### src/rtl/yarv_pkg.sv
// Shared encodings for the yarv RV32I multicycle core: opcodes, funct3 codes,
// ALU operations, FSM states and immediate formats.
package yarv_pkg;

  localparam logic [6:0] OPC_LUI    = 7'b0110111;
  localparam logic [6:0] OPC_AUIPC  = 7'b0010111;
  localparam logic [6:0] OPC_JAL    = 7'b1101111;
  localparam logic [6:0] OPC_JALR   = 7'b1100111;
  localparam logic [6:0] OPC_BRANCH = 7'b1100011;
  localparam logic [6:0] OPC_LOAD   = 7'b0000011;
  localparam logic [6:0] OPC_STORE  = 7'b0100011;
  localparam logic [6:0] OPC_IMM    = 7'b0010011;
  localparam logic [6:0] OPC_OP     = 7'b0110011;
  localparam logic [6:0] OPC_FENCE  = 7'b0001111;
  localparam logic [6:0] OPC_SYSTEM = 7'b1110011;

  localparam logic [2:0] F3_BEQ  = 3'b000;
  localparam logic [2:0] F3_BNE  = 3'b001;
  localparam logic [2:0] F3_BLT  = 3'b100;
  localparam logic [2:0] F3_BGE  = 3'b101;
  localparam logic [2:0] F3_BLTU = 3'b110;
  localparam logic [2:0] F3_BGEU = 3'b111;

  localparam logic [2:0] F3_LB  = 3'b000;
  localparam logic [2:0] F3_LH  = 3'b001;
  localparam logic [2:0] F3_LW  = 3'b010;
  localparam logic [2:0] F3_LBU = 3'b100;
  localparam logic [2:0] F3_LHU = 3'b101;
  localparam logic [2:0] F3_SB  = 3'b000;
  localparam logic [2:0] F3_SH  = 3'b001;
  localparam logic [2:0] F3_SW  = 3'b010;

  localparam logic [2:0] F3_ADD  = 3'b000;
  localparam logic [2:0] F3_SLL  = 3'b001;
  localparam logic [2:0] F3_SLT  = 3'b010;
  localparam logic [2:0] F3_SLTU = 3'b011;
  localparam logic [2:0] F3_XOR  = 3'b100;
  localparam logic [2:0] F3_SR   = 3'b101;
  localparam logic [2:0] F3_OR   = 3'b110;
  localparam logic [2:0] F3_AND  = 3'b111;

  typedef enum logic [3:0] {
    ALU_ADD, ALU_SUB, ALU_SLL, ALU_SLT, ALU_SLTU,
    ALU_XOR, ALU_SRL, ALU_SRA, ALU_OR, ALU_AND, ALU_PASS_B
  } alu_op_t;

  typedef enum logic [1:0] {ST_FETCH, ST_EXEC, ST_MEM, ST_HALT} state_t;

  typedef enum logic [2:0] {IMM_I, IMM_S, IMM_B, IMM_U, IMM_J} imm_type_t;

  // alt selects SUB over ADD and SRA over SRL
  function automatic alu_op_t alu_from_f3(input logic [2:0] f3, input logic alt);
    case (f3)
      F3_ADD:  return alt ? ALU_SUB : ALU_ADD;
      F3_SLL:  return ALU_SLL;
      F3_SLT:  return ALU_SLT;
      F3_SLTU: return ALU_SLTU;
      F3_XOR:  return ALU_XOR;
      F3_SR:   return alt ? ALU_SRA : ALU_SRL;
      F3_OR:   return ALU_OR;
      default: return ALU_AND;
    endcase
  endfunction

  function automatic logic [31:0] make_imm(input logic [31:0] ir, input imm_type_t t);
    case (t)
      IMM_S:   return {{20{ir[31]}}, ir[31:25], ir[11:7]};
      IMM_B:   return {{19{ir[31]}}, ir[31], ir[7], ir[30:25], ir[11:8], 1'b0};
      IMM_U:   return {ir[31:12], 12'b0};
      IMM_J:   return {{11{ir[31]}}, ir[31], ir[19:12], ir[20], ir[30:21], 1'b0};
      default: return {{20{ir[31]}}, ir[31:20]};
    endcase
  endfunction

endpackage

### src/rtl/yarv_alu.sv
// Combinational RV32I ALU; also produces the three branch-compare flags of a vs b.
module yarv_alu
  import yarv_pkg::*;
(
  input  logic [31:0] a,
  input  logic [31:0] b,
  input  alu_op_t     alu_op,
  output logic [31:0] result,
  output logic        eq,
  output logic        lt,
  output logic        ltu
);

  assign eq  = (a == b);
  assign lt  = ($signed(a) < $signed(b));
  assign ltu = (a < b);

  always_comb begin
    result = '0;
    case (alu_op)
      ALU_ADD:    result = a + b;
      ALU_SUB:    result = a - b;
      ALU_SLL:    result = a << b[4:0];
      ALU_SLT:    result = {31'b0, lt};
      ALU_SLTU:   result = {31'b0, ltu};
      ALU_XOR:    result = a ^ b;
      ALU_SRL:    result = a >> b[4:0];
      ALU_SRA:    result = 32'($signed(a) >>> b[4:0]);
      ALU_OR:     result = a | b;
      ALU_AND:    result = a & b;
      ALU_PASS_B: result = b;
      default:    result = '0;
    endcase
  end

endmodule

### src/rtl/yarv_core.sv
// Multicycle RV32I core (FETCH -> EXEC -> [MEM] -> FETCH) on one shared bus.
// Bus: outputs registered; a request holds addr/wdata/wstrb until a rising edge sees mem_ready=1.
module yarv_core
  import yarv_pkg::*;
#(
  parameter logic [31:0] RESET_PC = 32'h0000_0000
) (
  input  logic        clk,
  input  logic        rst,
  output logic        mem_valid,
  input  logic        mem_ready,
  output logic [31:0] mem_addr,
  input  logic [31:0] mem_rdata,
  output logic [31:0] mem_wdata,
  output logic [3:0]  mem_wstrb
);

  state_t      state;
  logic [31:0] pc;
  logic [31:0] ir;
  logic [1:0]  ea_lo;
  logic [31:0] regs [32];

  logic [6:0] opcode;
  logic [4:0] rd, rs1, rs2;
  logic [2:0] funct3;
  logic [6:0] funct7;
  assign opcode = ir[6:0];
  assign rd     = ir[11:7];
  assign funct3 = ir[14:12];
  assign rs1    = ir[19:15];
  assign rs2    = ir[24:20];
  assign funct7 = ir[31:25];

  logic [31:0] rs1_val, rs2_val;
  assign rs1_val = (rs1 == 5'd0) ? 32'd0 : regs[rs1];
  assign rs2_val = (rs2 == 5'd0) ? 32'd0 : regs[rs2];

  imm_type_t imm_type;
  alu_op_t   alu_op;
  logic      a_is_pc, b_is_rs2, wb_alu, is_load, is_store, is_branch, is_jal, is_jalr, legal;

  always_comb begin
    imm_type = IMM_I;
    alu_op   = ALU_ADD;
    a_is_pc  = 1'b0;
    b_is_rs2 = 1'b0;
    wb_alu   = 1'b0;
    is_load  = 1'b0;
    is_store = 1'b0;
    is_branch = 1'b0;
    is_jal   = 1'b0;
    is_jalr  = 1'b0;
    legal    = 1'b0;
    case (opcode)
      OPC_LUI:    begin imm_type = IMM_U; alu_op = ALU_PASS_B; wb_alu = 1'b1; legal = 1'b1; end
      OPC_AUIPC:  begin imm_type = IMM_U; a_is_pc = 1'b1; wb_alu = 1'b1; legal = 1'b1; end
      OPC_JAL:    begin imm_type = IMM_J; is_jal = 1'b1; legal = 1'b1; end
      OPC_JALR:   begin is_jalr = 1'b1; legal = (funct3 == 3'b000); end
      OPC_BRANCH: begin
        imm_type  = IMM_B;
        is_branch = 1'b1;
        b_is_rs2  = 1'b1;
        legal     = (funct3[2:1] != 2'b01);
      end
      OPC_LOAD:   begin is_load = 1'b1; legal = funct3 inside {F3_LB, F3_LH, F3_LW, F3_LBU, F3_LHU}; end
      OPC_STORE:  begin imm_type = IMM_S; is_store = 1'b1; legal = funct3 inside {F3_SB, F3_SH, F3_SW}; end
      OPC_IMM: begin
        wb_alu = 1'b1;
        alu_op = alu_from_f3(funct3, (funct3 == F3_SR) && funct7[5]);
        if (funct3 == F3_SLL)     legal = (funct7 == 7'b0000000);
        else if (funct3 == F3_SR) legal = (funct7 == 7'b0000000) || (funct7 == 7'b0100000);
        else                      legal = 1'b1;
      end
      OPC_OP: begin
        b_is_rs2 = 1'b1;
        wb_alu   = 1'b1;
        alu_op   = alu_from_f3(funct3, funct7[5]);
        legal    = (funct7 == 7'b0000000) ||
                   ((funct7 == 7'b0100000) && ((funct3 == F3_ADD) || (funct3 == F3_SR)));
      end
      OPC_FENCE:  legal = (funct3 == 3'b000);
      OPC_SYSTEM: legal = (ir == 32'h0000_0073) || (ir == 32'h0010_0073);
      default:    legal = 1'b0;
    endcase
  end

  logic [31:0] imm, alu_a, alu_b, alu_res;
  logic        flag_eq, flag_lt, flag_ltu;
  assign imm   = make_imm(ir, imm_type);
  assign alu_a = a_is_pc ? pc : rs1_val;
  assign alu_b = b_is_rs2 ? rs2_val : imm;

  yarv_alu u_alu (
    .a      (alu_a),
    .b      (alu_b),
    .alu_op (alu_op),
    .result (alu_res),
    .eq     (flag_eq),
    .lt     (flag_lt),
    .ltu    (flag_ltu)
  );

  logic [31:0] pc4, pc_imm, next_pc;
  logic        taken, ea_misaligned, exec_halt;
  logic [3:0]  st_strb;
  logic [31:0] st_data;
  assign pc4    = pc + 32'd4;
  assign pc_imm = pc + imm;

  always_comb begin
    case (funct3)
      F3_BEQ:  taken = flag_eq;
      F3_BNE:  taken = !flag_eq;
      F3_BLT:  taken = flag_lt;
      F3_BGE:  taken = !flag_lt;
      F3_BLTU: taken = flag_ltu;
      F3_BGEU: taken = !flag_ltu;
      default: taken = 1'b0;
    endcase
    if (is_jalr)                      next_pc = {alu_res[31:1], 1'b0};
    else if (is_jal || (is_branch && taken)) next_pc = pc_imm;
    else                              next_pc = pc4;
    case (funct3[1:0])
      2'b00:   begin ea_misaligned = 1'b0;                 st_strb = 4'b0001 << alu_res[1:0]; st_data = {4{rs2_val[7:0]}}; end
      2'b01:   begin ea_misaligned = alu_res[0];           st_strb = 4'b0011 << alu_res[1:0]; st_data = {2{rs2_val[15:0]}}; end
      default: begin ea_misaligned = (alu_res[1:0] != 2'b00); st_strb = 4'b1111;               st_data = rs2_val; end
    endcase
    exec_halt = !legal || (next_pc[1:0] != 2'b00) || ((is_load || is_store) && ea_misaligned);
  end

  // Load lane extraction uses the byte offset captured when the MEM request was issued
  logic [31:0] lane, load_data;
  assign lane = mem_rdata >> {ea_lo, 3'b000};
  always_comb begin
    case (funct3)
      F3_LB:   load_data = {{24{lane[7]}}, lane[7:0]};
      F3_LH:   load_data = {{16{lane[15]}}, lane[15:0]};
      F3_LBU:  load_data = {24'b0, lane[7:0]};
      F3_LHU:  load_data = {16'b0, lane[15:0]};
      default: load_data = mem_rdata;
    endcase
  end

  logic        wb_en;
  logic [31:0] wb_data;
  assign wb_en = !rst &&
                 (((state == ST_EXEC) && !exec_halt && (wb_alu || is_jal || is_jalr)) ||
                  ((state == ST_MEM) && mem_ready && is_load));
  assign wb_data = (state == ST_MEM) ? load_data : ((is_jal || is_jalr) ? pc4 : alu_res);

  always_ff @(posedge clk) begin
    if (wb_en && (rd != 5'd0)) regs[rd] <= wb_data;
  end

  always_ff @(posedge clk) begin
    if (rst) begin
      state     <= ST_FETCH;
      pc        <= RESET_PC;
      ir        <= '0;
      ea_lo     <= '0;
      mem_valid <= 1'b0;
      mem_addr  <= '0;
      mem_wdata <= '0;
      mem_wstrb <= '0;
    end else begin
      case (state)
        ST_FETCH: begin
          if (!mem_valid) begin
            mem_valid <= 1'b1;
            mem_addr  <= {pc[31:2], 2'b00};
            mem_wstrb <= 4'b0000;
          end else if (mem_ready) begin
            ir        <= mem_rdata;
            mem_valid <= 1'b0;
            state     <= ST_EXEC;
          end
        end
        ST_EXEC: begin
          if (exec_halt) begin
            state <= ST_HALT;
          end else if (is_load || is_store) begin
            mem_valid <= 1'b1;
            mem_addr  <= {alu_res[31:2], 2'b00};
            mem_wstrb <= is_store ? st_strb : 4'b0000;
            mem_wdata <= st_data;
            ea_lo     <= alu_res[1:0];
            state     <= ST_MEM;
          end else begin
            pc    <= next_pc;
            state <= ST_FETCH;
          end
        end
        ST_MEM: begin
          if (mem_ready) begin
            mem_valid <= 1'b0;
            mem_wstrb <= 4'b0000;
            pc        <= pc4;
            state     <= ST_FETCH;
          end
        end
        default: mem_valid <= 1'b0;
      endcase
    end
  end

endmodule

### config.mk
export PLATFORM = sky130hd
export DESIGN_NAME = yarv_core
export DESIGN_NICKNAME = d
export VERILOG_FILES = /design/src/rtl/yarv_pkg.sv /design/src/rtl/yarv_alu.sv /design/src/rtl/yarv_core.sv
export SDC_FILE = /design/constraint.sdc
export NUM_CORES = 2
export LEC_CHECK = 0
export CORE_UTILIZATION = 25
export CTS_CLUSTER_SIZE = 28
export DETAILED_ROUTE_END_ITERATION = 10
export GPL_TIMING_DRIVEN = 0
export PLACE_DENSITY = 0.44
export SLEW_MARGIN = 25
export SYNTH_ARGS = -nofsm -noshare
export SYNTH_HDL_FRONTEND = slang
export SYNTH_SLANG_ARGS = --single-unit
### constraint.sdc
create_clock -name clk -period 21.5 [get_ports clk]
set_input_delay 3.225 -clock clk [delete_from_list [all_inputs] [get_ports clk]]
set_output_delay 3.225 -clock clk [all_outputs]
set_load 0.05 [all_outputs]
# [Word-level counts from Yosys, hierarchy flattened]
# Memories as Yosys holds them, arrays and structs flattened. A register that Yosys moved wholly into a read port is not among the register bits.
# Cells that the tools add are included.
[classes] n_addsub=4 order_cmp=2 n_eq_ne=47 shift=6 n_mux=66 bitwise_logic=4 n_reduce_logical=55
[op_table] operator="$mux 32" n=14
[op_table] operator="$pmux 32 s11" n=1
[op_table] operator="$pmux 32 s2" n=3
[op_table] operator="$pmux 32 s4" n=1
[op_table] operator="$pmux 31 s4" n=1
[op_table] operator="$add 32x32->32" n=2
[op_table] operator="$lt 32x32->1" n=2
[op_table] operator="$pmux 4 s7" n=2
[op_table] operator="$add 32x3->32 const B" n=1
[op_table] operator="$and 32x32->32" n=1
[op_table] operator="$eq 32x21->1 const B" n=1
[op_table] operator="$eq 32x32->1" n=1
[op_table] operator="$eq 32x7->1 const B" n=1
[op_table] operator="$or 32x32->32" n=1
[op_table] operator="$shl 32x5->32" n=1
[op_table] operator="$shr 32x5->16" n=1
[op_table] operator="$shr 32x5->32" n=1
[op_table] operator="$sshr 32x5->32" n=1
[op_table] operator="$sub 32x32->32" n=1
[op_table] operator="$xor 32x32->32" n=1
[op_table] operator="$eq 7x6->1 const B" n=4
[op_table] operator="$eq 7x7->1 const B" n=4
[op_table] operator="$pmux 4 s3" n=2
[op_table] operator="$mux 1" n=21
[op_table] operator="other kinds (44)" n=115
[word_totals] regBits=137 mem_bits_rw=1024 in_bits=35 out_inout_bits=69 word_cells=193 memories=1
[mem_list] name="regs" words=32 word_bits=32 rd=2 rd_ports_with_merged_regs=2 wr=1 line="yarv_core.sv:22" rtl="logic [31:0] regs [32];"

# [Depth between registers and ports, before layout]
[depth] word_depth=24 depth_mapped=32 ltp_nobuf=22

# [By module]
# Synthesis repeated with hierarchy kept, for this count alone.
[hier_totals] hier_cells=5110 hier_area_um2=67528.5
[by_module_without_submodules] mod="yarv_core" n_inst=1 cells_each=3718 area_per_inst_um2=58488.6 seq_area_each_um2=33652.3
[by_module_without_submodules] mod="yarv_alu" n_inst=1 cells_each=1392 area_per_inst_um2=9039.9 seq_area_each_um2=0.0

# [Least setup slack after synthesis]
# OpenSTA, ideal clock, no wires.
[synth_timing] path_kind="register to register" from="register (tool-made name)" to="memory regs[10][0], enable pin" setup_ns=0.501 arrival_time_ns=10.317 t_required_ns=20.999 path_slack_ns=10.682 stages_incl_launch_ff=30 n_path_buf=9 period_less_slack_ns=10.818 cell_sequence="dfxtp_1 buf_4 buf_4 buf_2 buf_2 buf_4 buf_2 buf_2 buf_1 mux4_2 mux4_2 nand2_1 nand2_1 nand2_1 o21ai_0 ha_1 or3b_2 o221ai_1 o2111ai_1 o311ai_0 o211ai_1 and4_1 o31ai_1 mux2_2 o221ai_1 nand2_1 o311a_1 a21oi_2 buf_4 nor4_1"
[synth_rtl] element="end: declaration" line="yarv_core.sv:22"

==> metrics.md <==
| Metric | Value |
|---|---|
| Status | complete, no violations |
| CP required | 21.99 ns |
| DRT Pass-1 Iters | 7 |
| Mapped cell area | 0.0682 sq mm |
| Post-CTS Setup Inserts | 0 |
| Async SR Flop Fraction | 0% |
| Hold Path Stages | 2 |
| Share of the yosys chip area belonging to registers | 49.3% |
| Post_cts resized | 0 |
| Core footprint | 0.271 sq mm |
| RePlAce Congestion | 1.02 |
| Detail-routed via count per cell | 5.90 |
| Maximum vdd ir drop | 0.0855 mV |
| Hold wc startpoint | mem_addr[10]$_SDFFE_PP0P_ |
| Max Clk Rate | 0.0727 GHz |
| Sink Count | 1169 |
| CTS buffer count | 137 |
| I/O Pins | 104 |
| Hold EP | mem_addr[10]$_SDFFE_PP0P_ |
| Slew Viols, Final | 0 |
| Synthesized area per cell | 13.0 sq um |
| Worst rel slew slack | 10.0% |
| Post-synth EDFFs | 1024 |
| Layout area overhead | 20.2% |
| R2R setup slack | 7.75 ns |
| Worst r2r dst | regs[1][11]$_DFFE_PP_ |
| Max incr delay on CP | 1.11 ns |
| GR Overflow Total | 0 |
| Crit start category | register |
| Flop and latch count out of synthesis | 1169 |
| CP max FO | 10 |
| Die ar. | 0.275 sq mm |
| Hold Buf Count CTS | 0 |
| Final Skew | 0.0467 ns |
| Post-route insts no fill | 9626 |
| Post-route minimum period | 13.75 ns |
| Max clock buf depth | 3 |
| First-pass GRT wire length | 500 mm |
| Register Area | 0.0337 sq mm |
| RSZ-0062 raised after global routing | false |
| Hold Crit Class | register to register |
| Placed Instances | 9374 |
| Post-Synthesis Cells | 5245 |
| CP Class | register to register |
| Leak | 27.5 nW |
| Worst EP arrival | 14.23 ns |
| Row cnt | 191 |
| Commonest cells post-synth | edfxtp_1, mux4_2, nand2_1 |
| Vias in the first global route | 54000 |
| Routed len/inst | 39.5 microns |
| Hold Fails Final Rpt | 0 |
| Least-Margin Pin Slew | 1.34 ns |
| Vias | 56800 |
| Initial Utilization | 25.2% |
| 1st-iter DRT viols | 8846 |
| Max Cap Viol | 0 |
| Clock slew at reported path FFs | 0.06 ns |
| Area of the multi-input gates | 0.0329 sq mm |
| GRT Overall Usage | 27.1% |
| Residual DRC | 0 |
| Clock root buffer | clkbuf_16 |
| Pin count of the biggest net entering global routing | 33 |
| CTS tree | yes |
| Antenna violations before repair | 12 |
| Die X-Extent | 524 microns |
| Layout cells sized above 1 | 26.7% |
| CTS H-Tree Depth | 4 |
| Setup violations, final | 0 |
| NumNets Final | 6116 |
| Final ANT Viol Nets | 0 |
| Die Ht | 524 microns |
| Fillcell total | 27500 |
| Most frequent cell after synthesis | edfxtp_1 |
| Top post-synthesis cells by area | edfxtp_1, mux4_2, dfxtp_1 |
| FF-to-FF path depth | 38 |
| DP Wirelength | 302 mm |
| CP max stage cell | o21ai_0 |
| Post-synth top area share | 45.1% |
| Ys flop type | edfxtp_1 |
| Top cell type by total area after synthesis | edfxtp_1 |
| Hold WS | 0.456 ns |
| Final worst path period share | 63.9% |
| CP dominant cell by count | buf_2 |
| PD cells | 92.5 mW/mm^2 |
| Clk Latency, worst-skew pair | 0.81 ns |
| Yosys cell types | 109 |
| Crit end category | register |
| Port Buffers | 101 |
| Synth Warn # | 0 |
| Final WL | 381 mm |
-- area by class of cell --
class	instances	area share, %
sequential	1169	41.1
clock inverter	69	0.762
multi-input combinational	3540	40.2
antenna	5	0.0153
timing repair buffer	527	4.94
clock buffer	177	4.47
tap	3570	5.45
buffer	418	2.45
inverter	151	0.691
-- stage by stage --
step	power [mW]	setup WS, ns	area [sq um]	util [%]	setup TNS [ns]
floorplan	3.99	10.68	68300	-	0
global placement	5.11	-2.90	73800	27.2	-1379.06
detailed placement	5.22	8.07	77700	28.7	0
CTS	7.51	8.03	81900	30.2	0
finish	7.58	7.75	82000	30.2	0
global route	7.72	7.69	82000	30.2	0
-- worst max-delay path: cells and delay by family, from the launching register on --
family          cells  cell delay, ns
buf+inv            18            6.37
compound gates      8            3.06
simple gates        8            2.46
mux                 2            0.61
flops               1            0.31
fa+ha+maj           1            0.28
xor+xnor            1            0.21
-- routing by layer --
metal,GRT usage [%],share of wire (%)
met1,35.3,40
met2,41.7,44
met3,5.47,9.1
met4,15.9,6.8
met5,0,0.012
-- placed cells by master, fill, tap and decap left out, types with 33 or more instances in the layout --
cell type | synthesis | final
nand2_1 | 442 | 442
a211oi_1 | 57 | 52
clkbuf_2 | 1 | 37
clkinv_1 | 6 | 35
mux2_2 | 46 | 46
ha_1 | 134 | 134
a21o_1 | 34 | 34
o22ai_1 | 35 | 34
buf_4 | 28 | 136
buf_2 | 89 | 379
clkbuf_16 | 0 | 140
a22oi_1 | 39 | 37
o21ai_0 | 286 | 250
inv_1 | 139 | 139
buf_1 | 51 | 35
nor2b_1 | 36 | 36
nor3_1 | 103 | 97
o211ai_1 | 98 | 98
edfxtp_1 | 1024 | 1024
clkbuf_1 | 229 | 229
nor2_1 | 285 | 282
clkdlybuf4s50_1 | 0 | 101
mux2i_1 | 126 | 122
a31oi_1 | 47 | 45
conb_1 | 1 | 34
mux4_2 | 600 | 600
nor4_2 | 0 | 33
a21oi_1 | 339 | 335
nand3_1 | 138 | 138
dfxtp_1 | 145 | 145
xnor2_1 | 48 | 48
-- kinds of logic after synthesis --
family	synth area share, %
AOI/OAI and AO/OA	12.6
and+or+nand+nor	8.40
DFF	49.3
muxes	22.4
buffers and inverters	3.68
adders and majority gates	2.55
xor gates and xnor gates	1.03
other	0.00550
-- sequential cells by signal, summed over array words and instances (netlist names), named ones only --
signal	flops
pc	32
state	2
ea_lo	2
mem_addr	30
mem_wdata	32
mem_valid	1
mem_wstrb	4
regs	1024
ir	32
-- power by group --
group	leakage (nW)	switching [mW]	internal (mW)	total (mW)
sequential	10.6	0.0459	2.68	2.73
clock	2.07	1.02	1.28	2.30
combinational	14.8	1.81	0.737	2.55
total	27.5	2.87	4.71	7.58
-- worst max-delay path by stage --
stage                  start                     to  slack [ns]  depth (start not counted)
finish              register  regs[1][11]$_DFFE_PP_        7.75                         38
global route        register  regs[1][27]$_DFFE_PP_        7.69                         38
CTS                 register  regs[1][11]$_DFFE_PP_        8.03                         38
detailed placement  register  regs[1][11]$_DFFE_PP_        8.07                         38
global placement    register  regs[2][11]$_DFFE_PP_       -2.90                         31
floorplan           register  regs[10][0]$_DFFE_PP_       10.68                         29
Note: power is estimated with default switching activity, not from simulation.
